### config.mk
export PLATFORM = sky130hd
export DESIGN_NAME = md_issue_ctrl
export DESIGN_NICKNAME = d
export VERILOG_FILES = /design/src/rtl/md_issue_ctrl.sv
export SDC_FILE = /design/constraint.sdc
export NUM_CORES = 1
export LEC_CHECK = 0
export ABC_AREA = 1
export BUFFER_PORTS_ARGS = -buffer_cell sky130_fd_sc_hd__buf_2
export CAP_MARGIN = 20
export CORE_ASPECT_RATIO = 0.8
export CORE_UTILIZATION = 32
export DETAILED_ROUTE_END_ITERATION = 8
export PLACE_DENSITY = 0.67
export SLEW_MARGIN = 20
export SYNTH_ARGS = -nofsm -noshare
export SYNTH_HDL_FRONTEND = slang
export SYNTH_SLANG_ARGS = --single-unit
### constraint.sdc
create_clock -name clk -period 2.35 [get_ports clk]
set_clock_uncertainty 0.1 [all_clocks]
set_input_delay 0.5875 -clock clk [delete_from_list [all_inputs] [get_ports clk]]
set_output_delay 0.5875 -clock clk [all_outputs]
set_load 0.1 [all_outputs]
### src/rtl/md_issue_ctrl.sv
// Issue/stall control for the HI/LO mult/div unit. Issue is combinational in IDLE.
// Stall is raised while an operation is in flight. Completion is tracked by a latency down-counter.
module md_issue_ctrl #(
  parameter int MULT_CYCLES = 5,
  parameter int DIV_CYCLES  = 10,
  parameter int CNT_W       = 4
) (
  input  logic        clk,
  input  logic        reset,
  input  logic [31:0] instr_d,
  input  logic        instr_valid,
  input  logic        flush,
  output logic        md_start,
  output logic [3:0]  md_op,
  output logic        busy,
  output logic        stall_d,
  output logic        done
);

  typedef enum logic {IDLE, RUN} state_t;

  localparam logic [3:0] OP_NONE  = 4'd0;
  localparam logic [3:0] OP_MULT  = 4'd1;
  localparam logic [3:0] OP_MULTU = 4'd2;
  localparam logic [3:0] OP_DIV   = 4'd3;
  localparam logic [3:0] OP_DIVU  = 4'd4;
  localparam logic [3:0] OP_MADD  = 4'd5;
  localparam logic [3:0] OP_MTHI  = 4'd6;
  localparam logic [3:0] OP_MTLO  = 4'd7;
  localparam logic [3:0] OP_MFHI  = 4'd8;
  localparam logic [3:0] OP_MFLO  = 4'd9;

  state_t             state_q, state_d;
  logic [CNT_W-1:0]   cnt_q, cnt_d;
  logic               done_q, done_d;

  logic [5:0]         opcode, funct;
  logic [3:0]         op;
  logic               is_md, is_long, is_div, issue;
  logic               unused_instr_bits;

  assign opcode = instr_d[31:26];
  assign funct  = instr_d[5:0];
  assign unused_instr_bits = ^instr_d[25:6];

  always_comb begin
    op = OP_NONE;
    if (opcode == 6'h00) begin
      case (funct)
        6'h10:   op = OP_MFHI;
        6'h11:   op = OP_MTHI;
        6'h12:   op = OP_MFLO;
        6'h13:   op = OP_MTLO;
        6'h18:   op = OP_MULT;
        6'h19:   op = OP_MULTU;
        6'h1A:   op = OP_DIV;
        6'h1B:   op = OP_DIVU;
        default: op = OP_NONE;
      endcase
    end else if (opcode == 6'h1C && funct == 6'h00) begin
      op = OP_MADD;
    end
  end

  assign is_md   = instr_valid && (op != OP_NONE);
  assign is_long = (op >= OP_MULT) && (op <= OP_MADD);
  assign is_div  = (op == OP_DIV) || (op == OP_DIVU);
  // Reset holds the command strobe low even though state is already IDLE.
  assign issue   = (state_q == IDLE) && is_md && !flush && !reset;

  always_comb begin
    state_d = state_q;
    cnt_d   = cnt_q;
    done_d  = 1'b0;
    case (state_q)
      IDLE: begin
        if (issue && is_long) begin
          state_d = RUN;
          cnt_d   = is_div ? CNT_W'(DIV_CYCLES) : CNT_W'(MULT_CYCLES);
        end
      end
      RUN: begin
        // cnt==0 in RUN is unreachable; treat it as expiry so the FSM cannot lock up.
        if (cnt_q <= CNT_W'(1)) begin
          state_d = IDLE;
          cnt_d   = '0;
          done_d  = 1'b1;
        end else begin
          cnt_d = cnt_q - CNT_W'(1);
        end
      end
      default: begin
        state_d = IDLE;
        cnt_d   = '0;
      end
    endcase
  end

  always_ff @(posedge clk) begin
    if (reset) begin
      state_q <= IDLE;
      cnt_q   <= '0;
      done_q  <= 1'b0;
    end else begin
      state_q <= state_d;
      cnt_q   <= cnt_d;
      done_q  <= done_d;
    end
  end

  assign md_start = issue;
  assign md_op    = issue ? op : OP_NONE;
  assign busy     = (state_q == RUN);
  assign stall_d  = is_md && (state_q == RUN);
  assign done     = done_q;

endmodule

==> impl_metrics.yaml <==
run_status:
  status: "complete, but fails checks"
  violations: "setup timing"
timing:
  slew_headroom_pct: 68.0
  fin_tns_setup_ns: -1.21
  period_share_pct: 110
  worstMarginPinSlew_ns: 0.483
  hold_viol: 0
  slew_viol_final: 0
  rsz0062_at_grt: "yes"
  worst_slack_ns: -0.247
  setup_viol: 6
  fin_crit_ns: 2.60
  fmax_mhz: 385
floorplanning:
  die_area_um2: 2280
  rows: 14
  core_um2: 1930
  floorplan.initialDensity_pct: 34.8
  io_pins: 44
  die_x_um: 53.2
  dieHeight_um: 42.9
place:
  placed_cell_area_um2: 1080
  dp_slack_ns: -0.347
  io_buffer_count: 23
  dp_hpwl_um: 1340
  place.gp.congestion: 0.821
routing:
  dr.first_iter.drc_count: 17
  dr.pass1.iters: 4
  antenna_left: 0
  vias_per_cell: 4.69
  vias: 816
  routed_wl_um: 1870
  route.detailed.wl_per_inst_um: 10.7
  route.detailed.drc: 0
cells_and_area:
  final_layout_size_suffix_gt1_share_pct: 54.0
  fill_cells: 166
  nNetsFinal: 192
  antenna_cells: 0
  syn_to_final_growth_pct: 90.5
  final_area_um2: 1280
cts:
  cts_tree: "built"
  cts_buffers: 3
  cts_hold_buf: 0
  clk_latency_ns: 0.25
  clk_path_buf_depth: 2
  htree_levels: 1
  cts-root-buf: "clkbuf_4"
  cts_num_sinks: 6
  cts.clk_slew.worst_paths_ns: 0.05
logic_synthesis:
  synth_top_cell_area_share_pct: 17.9
  synth.avg_cell_area_um2: 6.10
  syn-num-nets: 150
  postSynthCellCount: 110
  synth_largest_area_cell: "dfxtp_1"
  ys_seq_area_share_pct: 17.9
  yosysWarnings: 0
  syn-cell-area_um2: 671
  synth_cell_types: 23
  yosys-top-cells-area: "dfxtp_1 (18%), nand2_1 (15%), nand3_1 (9.7%), inv_1 (9.0%), ha_1 (7.5%)"
  ys_ff_latch: 6
global_route:
  grt_max_degree: 13
  grt_overflow: 0
  grt_pass1_vias: 691
  grt_usage_pct: 16.8
  antenna_found_initial: 0
  grt_pass1_wl_um: 2820
critical_path:
  start_kind: "primary input"
  end_kind: "output port"
  path_max_fanout: 5
  worst-setup-path-type: "primary input to output port"
  required_ns: 1.66
  crit_arrival_ns: 1.91
pwr:
  powerDensity_nw_per_um2: 214
  leakage_nw: 0.615
  ir_worst_vdd_v: 0.000254
  finalPower_w: 0.000273
flow_run:
  maxCapViolations: 0
min_path:
  hold_path.class: "primary input to flop"
==> critical path, stage by stage <==
cell and delay (ns):
buf_2 0.12, nor2_4 0.07, nand2_2 0.07, nor2_4 0.19, nand3_2 0.13, nand3_4 0.12
nor2_4 0.04, nor2_4 0.10, nand2_4 0.12, a21oi_4 0.17, buf_12 0.19
==> what timing repair did <==
item	4_1_cts	5_1_grt
pin swaps	10	14
buffers inserted	2	3
resized for setup	10	22
setup endpoints to repair	6	6
==> report_power, final <==
part	leakage (nW)	total [W]	switching [W]	internal [W]
combinational	0.552	0.0000751	0.0000399	0.0000352
sequential	0.0488	0.000102	0.000000000485	0.000102
clock	0.0138	0.0000957	0.0000379	0.0000578
total	0.615	0.000273	0.0000777	0.000195
==> placed cells by master (no fill, tap or decap), types with 2 or more instances in the layout <==
cell and n:
nand2_1 20, dfxtp_1 5, buf_6 3, nor2_2 2, nor2_1 6, nand2_2 6, a21oi_1 6, buf_2 12
a21oi_4 2, buf_4 15, nand3_1 9, o21ai_0 2, nor2_4 9, nand3_4 5, buf_12 7, nor3_1 2
clkbuf_4 3, ha_1 3, nand3_2 3, nand2_4 3, inv_1 13
==> sequential cells by signal, indices dropped and copies added, names as in the netlist <==
signal  flops
cnt_q       4
busy        1
done        1
==> worst paths after layout <==
path	from	end	slack (ns)	depth (start not counted)
hold / removal	reset	busy$_SDFF_PP0_	0.45	2
setup / recovery	instr_d[30]	md_op[2]	-0.25	11
hold reg to reg	cnt_q[3]$_SDFFE_PP0P_	cnt_q[3]$_SDFFE_PP0P_	0.50	4
setup reg to reg	cnt_q[0]$_SDFFE_PP0P_	cnt_q[1]$_SDFFE_PP0P_	0.54	8
==> cell usage after synthesis <==
master    instances
nand2_1          26
inv_1            16
nand3_1          13
nor2_1           13
a21oi_1           7
dfxtp_1           6
ha_1              4
nand3_2           3
nor3_1            3
inv_2             2
nand2_2           2
nor2_2            2
nor2_4            2
o21ai_0           2
a21oi_2           1
buf_2             1
nand2_4           1
nand3_4           1
nor3_2            1
o211ai_1          1
or2_2             1
xnor2_1           1
xor2_1            1
==> per-layer routing <==
layer  vias to the layer above  GRT usage (%)  wire, µm
met5                         -              0         0
li1                        436              -         -
met4                         0           1.58         0
met3                         0           6.45        80
met1                       361           22.3       865
met2                        19           26.3       924
==> layout make-up <==
cell class / instances / area, µm² / share of cell area, %
Clock buffer: 3 / 22.5 / 1.76
Inverter: 18 / 93.8 / 7.35
Multi-Input combinational cell: 85 / 648 / 50.7
Sequential cell: 6 / 121 / 9.50
Tap cell: 24 / 30.0 / 2.35
Timing Repair Buffer: 38 / 362 / 28.3
==> per-stage QoR <==
stage | cells | utilization, % | hold WS (ns)
3_3_place_gp | 166 | 55.8 | 0.465
2_1_floorplan | 110 | - | 0.450
4_1_cts | 171 | 59.6 | 0.448
3_5_place_dp | 166 | 55.8 | 0.480
5_1_grt | 174 | 66.3 | 0.449
6_report | 174 | 66.3 | 0.452
==> logic make-up after synthesis <==
family / share of synthesized area [%]
and+or+nand+nor: 52.1
buffers and inverters: 10.8
AOI/OAI and AO/OA: 9.14
DFF: 17.9
adders and majority gates: 7.46
xor gates and xnor gates: 2.61
(Power assumes the default switching activity.)
